===== config.mk =====
export PLATFORM = sky130hd
export DESIGN_NAME = bpred_resolve_queue_flat
export DESIGN_NICKNAME = d
export VERILOG_FILES = /design/src/rtl/bpred_resolve_queue_pkg.sv /design/src/rtl/bpred_resolve_queue_if.sv /design/src/rtl/bpred_rec_fifo.sv /design/src/rtl/bpred_resolve_queue.sv /design/src/flat_wrapper.sv
export SDC_FILE = /design/constraint.sdc
export NUM_CORES = 1
export LEC_CHECK = 0
export ABC_AREA = 1
export CORE_MARGIN = 5
export CORE_UTILIZATION = 60
export CTS_CLUSTER_DIAMETER = 120
export DETAILED_ROUTE_END_ITERATION = 7
export MAX_ROUTING_LAYER = met4
export PLACE_DENSITY = 0.82
export SLEW_MARGIN = 10
export SYNTH_ARGS = -nofsm -noshare
export SYNTH_HDL_FRONTEND = slang
export SYNTH_SLANG_ARGS = --single-unit

===== constraint.sdc =====
create_clock -name clk -period 13.78 [get_ports clk]
set_input_delay 2.756 -clock clk [delete_from_list [all_inputs] [get_ports clk]]
set_output_delay 2.756 -clock clk [all_outputs]
set_load 0.005 [all_outputs]

===== src/rtl/bpred_resolve_queue_pkg.sv =====
// Shared types for the branch-resolution side of the gshare predictor:
// the per-branch prediction record and the mispredict test.
package bpred_pkg;

    localparam int GHR_W      = 11;
    localparam int BIMODAL_W  = 12;
    localparam int BTB_DATA_W = 30;

    // 88-bit record captured at fetch and consumed at resolution.
    typedef struct packed {
        logic [31:0]           pc4;
        logic                  p_dir;
        logic [31:0]           p_target;
        logic [BIMODAL_W-1:0]  bimodal;
        logic [GHR_W-1:0]      ghr;
    } bpred_rec_t;

    // A not-taken branch never mispredicts on target, only on direction.
    function automatic logic is_miss(input bpred_rec_t rec, input logic dir,
                                     input logic [31:0] target);
        return (dir != rec.p_dir) || (dir && (target != rec.p_target));
    endfunction

endpackage


===== src/rtl/bpred_resolve_queue_if.sv =====
// Fetch-record, resolution and predictor-update bus of the resolve queue.
interface bpred_resolve_queue_if #(parameter int PTR_W = 3);
    import bpred_pkg::*;

    logic                   fetch_push;
    logic [31:0]            fetch_pc4;
    logic                   fetch_p_dir;
    logic [31:0]            fetch_p_target;
    logic [BIMODAL_W-1:0]   fetch_bimodal;
    logic [GHR_W-1:0]       fetch_ghr;
    logic                   queue_full;
    logic [PTR_W:0]         queue_count;
    logic                   exec_resolve;
    logic                   exec_dir;
    logic [31:0]            exec_target;
    logic                   stall;
    logic                   upd_valid;
    logic [31:0]            upd_pc4;
    logic [31:0]            upd_target;
    logic                   upd_dir;
    logic                   upd_miss;
    logic [BIMODAL_W-1:0]   upd_bimodal;
    logic [GHR_W-1:0]       upd_carry;
    logic [BTB_DATA_W-1:0]  upd_btb_data;
    logic                   flush;
    logic                   overflow_err;
    logic                   underflow_err;

    modport master (
        output fetch_push, fetch_pc4, fetch_p_dir, fetch_p_target, fetch_bimodal,
               fetch_ghr, exec_resolve, exec_dir, exec_target, stall,
        input  queue_full, queue_count, upd_valid, upd_pc4, upd_target, upd_dir,
               upd_miss, upd_bimodal, upd_carry, upd_btb_data, flush,
               overflow_err, underflow_err
    );

    modport slave (
        input  fetch_push, fetch_pc4, fetch_p_dir, fetch_p_target, fetch_bimodal,
               fetch_ghr, exec_resolve, exec_dir, exec_target, stall,
        output queue_full, queue_count, upd_valid, upd_pc4, upd_target, upd_dir,
               upd_miss, upd_bimodal, upd_carry, upd_btb_data, flush,
               overflow_err, underflow_err
    );

endinterface


===== src/rtl/bpred_rec_fifo.sv =====
// Circular FIFO of prediction records with push/pop and a clear that
// drops every stored record (and any same-cycle push).
module bpred_rec_fifo
    import bpred_pkg::*;
#(
    parameter int DEPTH = 8,
    parameter int PTR_W = 3
) (
    input  logic           clk,
    input  logic           reset,
    input  logic           push,
    input  logic           pop,
    input  logic           clear,
    input  bpred_rec_t     wdata,
    output bpred_rec_t     rdata,
    output logic           full,
    output logic           empty,
    output logic [PTR_W:0] count
);

    bpred_rec_t     mem_q [DEPTH];
    bpred_rec_t     mem_d [DEPTH];
    logic [PTR_W-1:0] wr_ptr_q, wr_ptr_d, rd_ptr_q, rd_ptr_d;
    logic [PTR_W:0]   count_q, count_d;
    logic             push_ok_s, pop_ok_s;

    assign full  = (count_q == (PTR_W+1)'(DEPTH));
    assign empty = (count_q == (PTR_W+1)'(0));
    assign count = count_q;
    assign rdata = mem_q[rd_ptr_q];

    // Next-state pointers, occupancy and storage; clear wins over push/pop.
    always_comb begin
        mem_d     = mem_q;
        wr_ptr_d  = wr_ptr_q;
        rd_ptr_d  = rd_ptr_q;
        count_d   = count_q;
        pop_ok_s  = pop && !empty;
        push_ok_s = push && (!full || pop_ok_s) && !clear;
        if (clear) begin
            rd_ptr_d = wr_ptr_q;
            count_d  = (PTR_W+1)'(0);
        end else begin
            if (pop_ok_s) begin
                rd_ptr_d = rd_ptr_q + PTR_W'(1);
            end
            if (push_ok_s) begin
                mem_d[wr_ptr_q] = wdata;
                wr_ptr_d        = wr_ptr_q + PTR_W'(1);
            end
            count_d = count_q + (PTR_W+1)'(push_ok_s) - (PTR_W+1)'(pop_ok_s);
        end
    end

    always_ff @(posedge clk) begin
        if (reset) begin
            wr_ptr_q <= PTR_W'(0);
            rd_ptr_q <= PTR_W'(0);
            count_q  <= (PTR_W+1)'(0);
        end else begin
            wr_ptr_q <= wr_ptr_d;
            rd_ptr_q <= rd_ptr_d;
            count_q  <= count_d;
        end
    end

    // Record storage needs no reset: occupancy alone decides what is valid.
    always_ff @(posedge clk) begin
        mem_q <= mem_d;
    end

endmodule


===== src/rtl/bpred_resolve_queue.sv =====
// Execute-side resolve queue: matches resolved branches against the oldest
// fetch prediction, drives the predictor update bus and flushes on a miss.
module bpred_resolve_queue
    import bpred_pkg::*;
#(
    parameter int DEPTH = 8,
    parameter int PTR_W = 3
) (
    input  logic                  clk,
    input  logic                  reset,
    bpred_resolve_queue_if.slave  bus
);

    bpred_rec_t     fetch_rec_s, head_s;
    logic           full_s, empty_s, pop_s, miss_s, clear_s;
    logic [PTR_W:0] count_s;

    logic                  upd_valid_q, upd_valid_d, upd_dir_q, upd_dir_d;
    logic                  upd_miss_q, upd_miss_d, flush_q, flush_d;
    logic [31:0]           upd_pc4_q, upd_pc4_d, upd_target_q, upd_target_d;
    logic [BIMODAL_W-1:0]  upd_bimodal_q, upd_bimodal_d;
    logic [GHR_W-1:0]      upd_carry_q, upd_carry_d;
    logic [BTB_DATA_W-1:0] upd_btb_data_q, upd_btb_data_d;
    logic                  overflow_q, overflow_d, underflow_q, underflow_d;

    // Resolution qualifiers; a stalled resolve is simply not seen.
    always_comb begin
        fetch_rec_s = '{pc4: bus.fetch_pc4, p_dir: bus.fetch_p_dir,
                        p_target: bus.fetch_p_target,
                        bimodal: bus.fetch_bimodal, ghr: bus.fetch_ghr};
        pop_s   = bus.exec_resolve && !bus.stall && !empty_s;
        miss_s  = is_miss(head_s, bus.exec_dir, bus.exec_target);
        clear_s = pop_s && miss_s;
    end

    bpred_rec_fifo #(.DEPTH(DEPTH), .PTR_W(PTR_W)) u_fifo (
        .clk   (clk),
        .reset (reset),
        .push  (bus.fetch_push),
        .pop   (pop_s),
        .clear (clear_s),
        .wdata (fetch_rec_s),
        .rdata (head_s),
        .full  (full_s),
        .empty (empty_s),
        .count (count_s)
    );

    // Update bus loads only on a pop; payload holds between strobes.
    always_comb begin
        upd_valid_d    = pop_s;
        flush_d        = clear_s;
        upd_pc4_d      = upd_pc4_q;
        upd_target_d   = upd_target_q;
        upd_dir_d      = upd_dir_q;
        upd_miss_d     = upd_miss_q;
        upd_bimodal_d  = upd_bimodal_q;
        upd_carry_d    = upd_carry_q;
        upd_btb_data_d = upd_btb_data_q;
        if (pop_s) begin
            upd_pc4_d      = head_s.pc4;
            upd_target_d   = bus.exec_target;
            upd_dir_d      = bus.exec_dir;
            upd_miss_d     = miss_s;
            upd_bimodal_d  = head_s.bimodal;
            upd_carry_d    = head_s.ghr;
            upd_btb_data_d = bus.exec_target[31:2];
        end else begin
            upd_miss_d     = upd_miss_q;
        end
        overflow_d  = overflow_q  || (bus.fetch_push && full_s && !pop_s);
        underflow_d = underflow_q || (bus.exec_resolve && !bus.stall && empty_s);
    end

    always_ff @(posedge clk) begin
        if (reset) begin
            upd_valid_q    <= 1'b0;
            flush_q        <= 1'b0;
            upd_pc4_q      <= 32'd0;
            upd_target_q   <= 32'd0;
            upd_dir_q      <= 1'b0;
            upd_miss_q     <= 1'b0;
            upd_bimodal_q  <= '0;
            upd_carry_q    <= '0;
            upd_btb_data_q <= '0;
            overflow_q     <= 1'b0;
            underflow_q    <= 1'b0;
        end else begin
            upd_valid_q    <= upd_valid_d;
            flush_q        <= flush_d;
            upd_pc4_q      <= upd_pc4_d;
            upd_target_q   <= upd_target_d;
            upd_dir_q      <= upd_dir_d;
            upd_miss_q     <= upd_miss_d;
            upd_bimodal_q  <= upd_bimodal_d;
            upd_carry_q    <= upd_carry_d;
            upd_btb_data_q <= upd_btb_data_d;
            overflow_q     <= overflow_d;
            underflow_q    <= underflow_d;
        end
    end

    assign bus.queue_full    = full_s;
    assign bus.queue_count   = count_s;
    assign bus.upd_valid     = upd_valid_q;
    assign bus.upd_pc4       = upd_pc4_q;
    assign bus.upd_target    = upd_target_q;
    assign bus.upd_dir       = upd_dir_q;
    assign bus.upd_miss      = upd_miss_q;
    assign bus.upd_bimodal   = upd_bimodal_q;
    assign bus.upd_carry     = upd_carry_q;
    assign bus.upd_btb_data  = upd_btb_data_q;
    assign bus.flush         = flush_q;
    assign bus.overflow_err  = overflow_q;
    assign bus.underflow_err = underflow_q;

endmodule


===== src/flat_wrapper.sv =====
// flat-port wrapper written by rule: the top's interface ports become plain ports
module bpred_resolve_queue_flat import bpred_pkg::*;
#(
    parameter int DEPTH = 8,
    parameter int PTR_W = 3
)
  (clk, reset, bus_fetch_push, bus_fetch_pc4, bus_fetch_p_dir, bus_fetch_p_target, bus_fetch_bimodal, bus_fetch_ghr, bus_exec_resolve, bus_exec_dir, bus_exec_target, bus_stall, bus_queue_full, bus_queue_count, bus_upd_valid, bus_upd_pc4, bus_upd_target, bus_upd_dir, bus_upd_miss, bus_upd_bimodal, bus_upd_carry, bus_upd_btb_data, bus_flush, bus_overflow_err, bus_underflow_err);
  bpred_resolve_queue_if #(.PTR_W(PTR_W)) bus_i ();
  input  logic clk;
  input  logic reset;
  input wire logic [$bits(bus_i.fetch_push)-1:0] bus_fetch_push;
  input wire logic [$bits(bus_i.fetch_pc4)-1:0] bus_fetch_pc4;
  input wire logic [$bits(bus_i.fetch_p_dir)-1:0] bus_fetch_p_dir;
  input wire logic [$bits(bus_i.fetch_p_target)-1:0] bus_fetch_p_target;
  input wire logic [$bits(bus_i.fetch_bimodal)-1:0] bus_fetch_bimodal;
  input wire logic [$bits(bus_i.fetch_ghr)-1:0] bus_fetch_ghr;
  input wire logic [$bits(bus_i.exec_resolve)-1:0] bus_exec_resolve;
  input wire logic [$bits(bus_i.exec_dir)-1:0] bus_exec_dir;
  input wire logic [$bits(bus_i.exec_target)-1:0] bus_exec_target;
  input wire logic [$bits(bus_i.stall)-1:0] bus_stall;
  output wire logic [$bits(bus_i.queue_full)-1:0] bus_queue_full;
  output wire logic [$bits(bus_i.queue_count)-1:0] bus_queue_count;
  output wire logic [$bits(bus_i.upd_valid)-1:0] bus_upd_valid;
  output wire logic [$bits(bus_i.upd_pc4)-1:0] bus_upd_pc4;
  output wire logic [$bits(bus_i.upd_target)-1:0] bus_upd_target;
  output wire logic [$bits(bus_i.upd_dir)-1:0] bus_upd_dir;
  output wire logic [$bits(bus_i.upd_miss)-1:0] bus_upd_miss;
  output wire logic [$bits(bus_i.upd_bimodal)-1:0] bus_upd_bimodal;
  output wire logic [$bits(bus_i.upd_carry)-1:0] bus_upd_carry;
  output wire logic [$bits(bus_i.upd_btb_data)-1:0] bus_upd_btb_data;
  output wire logic [$bits(bus_i.flush)-1:0] bus_flush;
  output wire logic [$bits(bus_i.overflow_err)-1:0] bus_overflow_err;
  output wire logic [$bits(bus_i.underflow_err)-1:0] bus_underflow_err;
  assign bus_i.fetch_push = bus_fetch_push;
  assign bus_i.fetch_pc4 = bus_fetch_pc4;
  assign bus_i.fetch_p_dir = bus_fetch_p_dir;
  assign bus_i.fetch_p_target = bus_fetch_p_target;
  assign bus_i.fetch_bimodal = bus_fetch_bimodal;
  assign bus_i.fetch_ghr = bus_fetch_ghr;
  assign bus_i.exec_resolve = bus_exec_resolve;
  assign bus_i.exec_dir = bus_exec_dir;
  assign bus_i.exec_target = bus_exec_target;
  assign bus_i.stall = bus_stall;
  assign bus_queue_full = bus_i.queue_full;
  assign bus_queue_count = bus_i.queue_count;
  assign bus_upd_valid = bus_i.upd_valid;
  assign bus_upd_pc4 = bus_i.upd_pc4;
  assign bus_upd_target = bus_i.upd_target;
  assign bus_upd_dir = bus_i.upd_dir;
  assign bus_upd_miss = bus_i.upd_miss;
  assign bus_upd_bimodal = bus_i.upd_bimodal;
  assign bus_upd_carry = bus_i.upd_carry;
  assign bus_upd_btb_data = bus_i.upd_btb_data;
  assign bus_flush = bus_i.flush;
  assign bus_overflow_err = bus_i.overflow_err;
  assign bus_underflow_err = bus_i.underflow_err;
  bpred_resolve_queue #(.DEPTH(DEPTH), .PTR_W(PTR_W)) u_core (.clk(clk), .reset(reset), .bus(bus_i));
endmodule

# After elaboration in Yosys (flattened, before gate mapping)
# Cells that the tools add are included.
totals:
  reg_bits: 837
  latch_bits: 0
  ram_bits: 0
  mem_bits_ro: 0
  in_bits: 126
  elab_cells: 99
  memories: 0
classes:
  n_addsub: 4
  multipliers: 0
  n_div: 0
  magnitude_cmp: 3
  eq_ne: 3
  shifts: 0
  muxes: 8
  bitwise: 3
  reduce_logical: 24
ops:
  columns: ["operator", "count"]
  rows:
  - ["bitwise mux 704 bit", 1]
  - ["binary-select mux 88 bit (select 3 bit)", 1]
  - ["demux 88 bit (select 3 bit)", 1]
  - ["two-way mux 88 bit", 3]
  - ["inequality test 32 bit", 1]
  - ["logical AND 1 bit", 11]
  - ["greater-or-equal comparator 4 bit, second input constant", 2]
  - ["inverter 3 -> 4 bit", 2]
  - ["adder 3 x 1 -> 3 bit, second input constant", 2]
  - ["two-way mux 3 bit", 2]
  - ["zero test 1 bit", 5]
  - ["adder 4 x 1 -> 4 bit", 1]
  - ["equality test 4 bit, second input constant", 1]
  - ["zero test 4 bit", 1]
  - ["logical OR 1 bit", 4]
  - ["< comparator 4 x 1 -> 1 bit, second input constant", 1]
  - ["subtractor 4 x 1 -> 4 bit", 1]
  - ["AND reduction 2 bit", 1]
  - ["nonzero test 2 bit", 1]
  - ["OR reduction 2 bit", 1]
  - ["inequality test 1 bit", 1]
  - ["inverter 1 bit", 1]

# Longest topological paths before layout
# Gate-level depths: netlist of the first run.
depth:
  word_depth: 12
  depth_mapped: 26

# Hierarchy
# From an unflattened synthesis of the first run, not the netlist that was laid out.
hier_totals:
  hier_cells: 2817
  hier_area_um2: 32162.1
by_module_without_submodules:
  columns: ["module", "n_inst", "cells_each", "area_per_inst_um2", "seq_area_each_um2"]
  rows:
  - ["bpred_rec_fifo", 1, 2263, 28165.8, 21340.5]
  - ["bpred_resolve_queue", 1, 554, 3996.3, 1861.8]

# Worst setup path after synthesis of the first run
# Ideal clock, no wire load.
synth_path:
  path_type: "input port to flip-flop"
  start: "input port bus_exec_dir"
  end: "register u_core.u_fifo.mem_q[100] (netlist name), enable pin"
  arrival_ns: 7.315
  setup_slack_ns: 5.930
  cell_stages: 12
  path_buffers: 0
  path_cell_list: "nand3_1 -> nor2_1 -> nand2_1 -> nor2_1 -> nand2_1 -> nor2_1 -> nand3_2 -> nand2_4 -> nand2_4 -> clkinv_2 -> nand2_2 -> nor2_1"
synth_via:
  elab_chain_cells: 6
synth_lines:
  columns: ["element", "line_no", "source"]
  rows:
  - ["start, declared", "flat_wrapper.sv:18", "input wire logic [$bits(bus_i.exec_dir)-1:0] bus_exec_dir;"]
  - ["inequality test 1 bit or logical AND 1 bit (tied branches)", "bpred_resolve_queue_pkg.sv:21", "return (dir != rec.p_dir) || (dir && (target != rec.p_target));"]
  - ["logical OR 1 bit *", "bpred_resolve_queue_pkg.sv:21", null]
  - ["logical AND 1 bit *", "bpred_resolve_queue.sv:33", "clear_s = pop_s && miss_s;"]
  - ["zero test 1 bit", "bpred_rec_fifo.sv:39", "push_ok_s = push && (!full || pop_ok_s) && !clear;"]
  - ["logical AND 1 bit", "bpred_rec_fifo.sv:39", null]
  - ["AND reduction 2 bit (no line) *", null, null]
  - ["end signal, assigned", "bpred_rec_fifo.sv:69", "mem_q <= mem_d;"]
  - ["end, declared", "bpred_rec_fifo.sv:21", "bpred_rec_t mem_q [DEPTH];"]
# Mark *: on every way between the ends. The rest lies on a longest branch, timed or not.
# A chain may end at the register's enable or synchronous reset.

# Worst setup path in the final report of the first run
layout_path:
  start: "register u_core.u_fifo.rd_ptr_q[0]"
  end: "register u_core.u_fifo.mem_q[613] (netlist name), enable pin"
layout_via:
  elab_chain_cells: 11
layout_lines:
  columns: ["element", "line_no", "source"]
  rows:
  - ["start, declared", "bpred_rec_fifo.sv:23", "logic [PTR_W-1:0] wr_ptr_q, wr_ptr_d, rd_ptr_q, rd_ptr_d;"]
  - ["start signal, assigned", "bpred_rec_fifo.sv:62", "rd_ptr_q <= rd_ptr_d;"]
  - ["inverter 3 -> 4 bit (implied by the code) *", "bpred_rec_fifo.sv:30", "assign rdata = mem_q[rd_ptr_q];"]
  - ["binary-select mux 88 bit (select 3 bit) *", "bpred_rec_fifo.sv:30", null]
  - ["two-way mux 88 bit (implied by the code) * (2 in series)", "bpred_rec_fifo.sv:30", null]
  - ["inequality test 32 bit", "bpred_resolve_queue_pkg.sv:21", null]
  - ["logical AND 1 bit", "bpred_resolve_queue_pkg.sv:21", null]
  - ["logical OR 1 bit *", "bpred_resolve_queue_pkg.sv:21", null]
  - ["logical AND 1 bit *", "bpred_resolve_queue.sv:33", null]
  - ["zero test 1 bit", "bpred_rec_fifo.sv:39", null]
  - ["logical AND 1 bit", "bpred_rec_fifo.sv:39", null]
  - ["AND reduction 2 bit (no line) *", null, null]
# Mark *: on every way between the ends. The rest lies on a longest branch, timed or not. The select of a mux whose other input is x is not followed.

==> results.cfg, run 1 <==
[layout]
syn2layout_area_growth_pct = 16.36
drive_above_1_share = 0.05548
layout.cells.non_filler = 3580
finish.utilization = 0.7045
nets = 2953

[pwr]
finalPower_mw = 6.193
power_frac_seq = 0.480
p_leak_nw = 13.03
p_sw_mw = 1.716
intPower_mw = 4.478
p_per_area_mw_per_mm2 = 167.3
netSwitchingFraction = 0.2770
p_comb_frac = 0.179
power.share.clock = 0.341
peakVddDrop_v = 0.0001376

[placed_design]
post-place-cells = 3425
dp_hpwl_um = 45460
port_buffers = 253
place.gp.congestion = 0.8910

[grt]
grt_max_degree = 134
grt_usage = 0.2773
grt-ovfl-total = 0
globalRouteMet3Util = 0.05311
grt_pass1_vias = 21470
gr-usage-met1 = 0.3478
antenna_found_initial = 8
top_usage_layer = met2
globalRouteMet2Util = 0.4547
grt_pass1_wl_um = 120000

[timing]
setup_viol = 0
fmax_mhz = 147.0
hold_viol_final = 0
drv_slew = 0
tightest_slew_ns = 1.211
relSlewSlack = 0.1926
tns_ns = 0
rsz0062_at_grt = false
fin_crit_sh = 0.4936
fin_worst_skew_ns = 0.01777
post-route-min-period_ns = 6.802

[routing]
vias = 21760
routed_via_density = 6.079
wl_per_cell_um = 22.27
drt_iter0_drc = 2795
routed_wl_um = 79740
drc_errors = 0
ant_nets = 0
first_pass_iters = 6

[synthesis]
synth_flop_cell = edfxtp_1
synth_area_leaders = edfxtp_1 66%, o21ai_0 6.5%, dfxtp_1 6.5%
netlist_area_mm2 = 0.03182
yosysMostFrequentCell = edfxtp_1
yosysWarnings = 0
synthTopCellsByCount = 704 x edfxtp_1, 438 x nor2_1, 415 x o21ai_0
yosysTopAreaCellShare = 0.6644
synth_cells = 2656
synth_cell_type_count = 35
yosysSeqAreaShare = 0.7292
synth_edf_count = 704
synth.avg_cell_area_um2 = 11.98
async_flop_share = 0
yosysTopAreaCell = edfxtp_1
ys_seq_elements = 807
synth_nets = 2791

[flow_run]
drv_cap = 0

[worst_setup_path]
reg2reg_depth = 19
crit_path_end = u_core.u_fifo.mem_q[613]
crit_start = u_core.u_fifo.rd_ptr_q[0]
critPathKind = reg -> reg
reg2reg_to = u_core.u_fifo.mem_q[613]
path_max_fanout = 101
critPathRequiredTime_ns = 14.02
critPathLaunchType = register
crit_arrival_ns = 7.04
reg2reg_slack_ns = 6.98
end_kind = register
reg2reg_from = u_core.u_fifo.rd_ptr_q[0]

[clock_tree]
cts_hold_buffers = 0
cts_tree = yes
clkTransAtPathRegs_ns = 0.06
cts_made_buffers = 79
h-tree-depth = 3
clockRootBuffer = clkbuf_16
postCtsSetupBuffers = 0
insertion_delay_ns = 0.63
clk_path_buf_depth = 3
cts.sinks = 807
cts_resized = 0

[floorplan]
coreArea_mm2 = 0.05255
initial_core_util = 0.6055
num_io_pins = 254
die_y_um = 240.3
die_area_mm2 = 0.05773
fp-row-count = 84
dieWidth_um = 240.3

[status]
outcome = finished, final reports clean

[hold_path]
hold_class = reg -> reg
## cells in the final DEF (no fill, tap or decap), drive strengths merged
cell	synthesis	final
o221ai	55	55
o21ai	438	438
xnor2	1	1
nor2	438	438
a31oi	2	2
nor3b	1	1
dfxtp	103	103
nor3	1	1
fa	1	1
or2	1	1
a21boi	1	1
bufinv	0	6
a21oi	78	78
ha	8	8
o22ai	55	55
diode	0	8
nand2	304	304
clkdlybuf4s50	0	253
nand3b	13	13
clkbuf	118	100
clkinvlp	0	2
xor2	2	2
clkinv	2	35
inv	130	136
nand3	123	123
edfxtp	704	704
buf	77	23
## how the worst min path moves through the flow
| stage | from | to | slack, ns | depth (start not counted) |
|---|---|---|---|---|
| 2_1_floorplan | u_core.bus.overflow_err | u_core.bus.overflow_err | 0.46 | 2 |
| 3_3_place_gp | u_core.bus.overflow_err | u_core.bus.overflow_err | 0.45 | 2 |
| 3_5_place_dp | u_core.bus.underflow_err | u_core.bus.underflow_err | 0.47 | 2 |
| 4_1_cts | u_core.bus.overflow_err | u_core.bus.overflow_err | 0.48 | 2 |
| 5_1_grt | u_core.bus.upd_target[1] | u_core.bus.upd_target[1] | 0.52 | 2 |
| 6_report | u_core.bus.underflow_err | u_core.bus.underflow_err | 0.48 | 2 |
## registers in the layout, summed over array words and instances, names as in the netlist, 2 cells and up
register                 count
u_core.u_fifo.mem_q        704
u_core.bus.upd_pc4          32
u_core.bus.upd_btb_data     30
u_core.bus.upd_bimodal      12
u_core.bus.upd_carry        11
u_core.u_fifo.count          4
u_core.u_fifo.rd_ptr_q       3
u_core.u_fifo.wr_ptr_q       3
u_core.bus.upd_target        2
## power groups by stage
stage / Clock [mW] / Sequential (mW) / Combinational, mW
after floorplan: 0 / 3.00 / 0.662
after global placement: 0 / 3.01 / 1.05
after detailed placement: 0 / 3.02 / 1.09
after CTS: 2.13 / 2.97 / 1.11
after global routing: 2.23 / 2.98 / 1.22
final: 2.11 / 2.97 / 1.11
## metal layers
layer,vias up,part of all wire,wire [um]
met4,0,0.037,2941
met5,-,0,0
met3,180,0.093,7452
met1,10580,0.37,29390
li1,9745,-,-
met2,1256,0.50,39960
## area by class of cell
cell class              instances  area, um2
well taps                     688      860.8
flip-flops and latches        807      23210
clock inverters                47      425.4
diodes                          8      20.02
fillers                      3347      15530
multi-input cells            1522       7181
clock buffers                 100       2108
repair buffers                276       2705
inverters                     132      509.2
## metrics by stage
step / hold WS [ns] / setup slack [ns] / cell area (um2)
global placement: 0.4514 / 7.035 / 34470
CTS: 0.4828 / 7.018 / 37000
floorplan: 0.4605 / 5.930 / 31820
global route: 0.5186 / 6.594 / 37020
finish: 0.4825 / 6.978 / 37020
detailed placement: 0.4710 / 6.966 / 34470
## critical path, stage by stage (launching register included)
cell and delay [ns]:
dfxtp_4 0.76, buf_4 0.94, buf_4 0.86, nor2_1 0.12, nor2_1 0.12, o21ai_0 0.11
nand2_1 0.23, nand2_1 0.11, nand3_1 0.12, nand2_1 0.06, nor2_1 0.10, nand3_1 0.11
nor2_1 0.22, nand3_2 0.19, nand2_4 0.16, nand2_4 0.08, clkinv_2 0.09, nand2_2 0.14
nor2_4 0.92, buf_4 0.88
## cells by family (layout without fill, tap and decap cells)
logic type,after synthesis,in the layout,share of synthesized area
AND/OR/NAND/NOR,881,881,0.1113
flip-flops,807,807,0.7292
AO/OA/AOI/OAI,629,629,0.1079
buffers and inverters,327,555,0.04699
adder cells (fa/ha/maj),9,9,0.003775
XOR/XNOR,3,3,0.0008259
other,0,8,0
Power figures use the tool's default switching activity.
==> run 2, diff against run 1 <==
- CORE_UTILIZATION: 60 -> 58
- PLACE_DENSITY: 0.82 -> 0.8
- clock period: 13.78 -> 6.55 ns (I/O delays scaled with it)
==> run 2 against run 1 <==
- worst hold slack improved by 0.0032 ns
- worst setup slack got worse by 5.6 ns
- power increased by 110%
- critical endpoint is now u_core.u_fifo.mem_q[330]
- highest routed layer unchanged
==> results.cfg, run 2 (synthesized netlist as in run 1, its figures left out) <==
[timing]
drv_slew = 0
fin_crit_sh = 0.7934
tightest_slew_ns = 1.195
post-route-min-period_ns = 5.197
tns_ns = 0
hold_viol_final = 0
fin_worst_skew_ns = 0.02445
relSlewSlack = 0.2033
setup_viol = 0
rsz0062_at_grt = false
fmax_mhz = 192.4

[worst_setup_path]
reg2reg_from = u_core.u_fifo.rd_ptr_q[0]
max_stage_delay_ns = 1.07
cp_slowest_cell = dfxtp_4
worstPathCellList = inv_8 > o21ai_0 > nand3_1 > nand2_1 > nand2_1 > nand2_1 > nand2_1 > nor2_1 > nand2_1 > nor2_1 > nand3_2 > nand2_4 > nand2_4 > clkinv_2 > nand2_2 > nor2_4 > buf_4
reg2reg_depth = 17
end_kind = register
path_max_fanout = 219
critPathLaunchType = register
crit_arrival_ns = 5.44
reg2reg_slack_ns = 1.35
critPathRequiredTime_ns = 6.79
critPathKind = reg -> reg
reg2reg_to = u_core.u_fifo.mem_q[330]
cp_common_cell = nand2_1

[pwr]
power.share.clock = 0.344
power_frac_seq = 0.480
peakVddDrop_v = 0.0002745
p_comb_frac = 0.176
netSwitchingFraction = 0.2730
intPower_mw = 9.470
p_leak_nw = 13.10
p_sw_mw = 3.556
p_per_area_mw_per_mm2 = 350.1

[clock_tree]
h-tree-depth = 3
cts_made_buffers = 79
clockRootBuffer = clkbuf_16
cts.sinks = 807
postCtsSetupBuffers = 0
cts_resized = 0
cts_tree = yes
insertion_delay_ns = 0.64
cts_hold_buffers = 0
clkTransAtPathRegs_ns = 0.06
clk_path_buf_depth = 3

[routing]
drt_iter0_drc = 2679
wl_per_cell_um = 22.03
drc_errors = 0
routed_wl_um = 79220
routed_via_density = 5.986
ant_nets = 0
dr.max_layer_used = met4
dr_wl_met2_um = 38930
first_pass_iters = 6
wl_met1_um = 29280
vias = 21530
dr_wl_met3_um = 7530

[grt]
grt-ovfl-total = 0
grt_usage = 0.2686
grt_pass1_wl_um = 121100
antenna_found_initial = 10
grt_pass1_vias = 21360
grt_max_degree = 220

[status]
outcome = finished, final reports clean

[floorplan]
die_area_mm2 = 0.05964
die_y_um = 244.2
coreArea_mm2 = 0.05413
initial_core_util = 0.5878
fp-row-count = 85
num_io_pins = 254
dieWidth_um = 244.2

[placed_design]
dp_hpwl_um = 44370
place.gp.congestion = 0.8574
port_buffers = 253
placed_area_mm2 = 0.03458

[layout]
fill_cells = 3522
final_common_cell = edfxtp_1
drive_above_1_share = 0.05988
seq_area_mm2 = 0.02321
nets = 2958
largest_reg_flops = 704
stdcell_area_mm2 = 0.03721
multi_input_area_mm2 = 0.007181
syn2layout_area_growth_pct = 16.94
top_register = u_core.u_fifo.mem_q
final_cell_mix = 704 x edfxtp_1, 430 x nor2_1, 415 x o21ai_0

[hold_path]
hold_end = u_core.bus.overflow_err
hold_class = reg -> reg
hp-start = u_core.bus.overflow_err
holdPathStages = 2

[flow_run]
drv_cap = 0
## run 2: how the worst max path moves through the flow
stage | from | slack, ns | endpoint | cells past startpoint
floorplan | bus_exec_dir | 0.15 | u_core.u_fifo.mem_q[100] | 12
global placement | u_core.u_fifo.rd_ptr_q[0] | 1.72 | u_core.u_fifo.mem_q[524] | 21
detailed placement | u_core.u_fifo.rd_ptr_q[0] | 1.50 | u_core.u_fifo.mem_q[333] | 17
CTS | u_core.u_fifo.rd_ptr_q[0] | 1.45 | u_core.u_fifo.mem_q[325] | 19
global route | u_core.u_fifo.rd_ptr_q[0] | 1.01 | u_core.u_fifo.mem_q[330] | 19
finish | u_core.u_fifo.rd_ptr_q[0] | 1.35 | u_core.u_fifo.mem_q[330] | 17
## run 2: power by group through the flow
stage               sequential (mW)  clock [mW]  combinational [mW]
floorplan                      6.31           0                1.39
global placement               6.33           0                2.19
detailed placement             6.35           0                2.26
CTS                            6.25        4.53                2.29
global route                   6.29        4.76                2.54
finish                         6.25        4.48                2.29
## run 2: stage by stage
step | worst slack (ns) | hold slack, ns | std cells | total power [mW] | util
finish | 1.353 | 0.4857 | 3596 | 13.03 | 0.6873
global route | 1.006 | 0.5075 | 3595 | 13.59 | 0.6873
CTS | 1.450 | 0.4899 | 3585 | 13.07 | 0.6868
detailed placement | 1.504 | 0.4744 | 3438 | 8.614 | 0.6388
global placement | 1.718 | 0.4531 | 3438 | 8.517 | 0.6388
floorplan | 0.1462 | 0.4605 | 2656 | 7.702 | -
## run 2: cell type report
class / count / share of cell area
sequential: 807 / 0.6239
multi-input combinational: 1522 / 0.1930
timing repair buffer: 281 / 0.07549
clock buffer: 111 / 0.06073
tap: 696 / 0.02340
inverter: 132 / 0.01369
clock inverter: 36 / 0.009079
antenna: 11 / 0.0007398
## run 2: critical path: cells and delay by family, from the launching register on
family / cells / cell delay, ns
compound gates: 1 / 0.39
buf+inv: 3 / 1.58
simple gates: 13 / 1.52
flops: 1 / 1.07
## run 2: per-layer routing
metal,track usage,vias to the layer above
met4,0.1104,0
met2,0.4375,1181
met3,0.04979,208
met5,-,-
met1,0.3372,10390
li1,-,9746
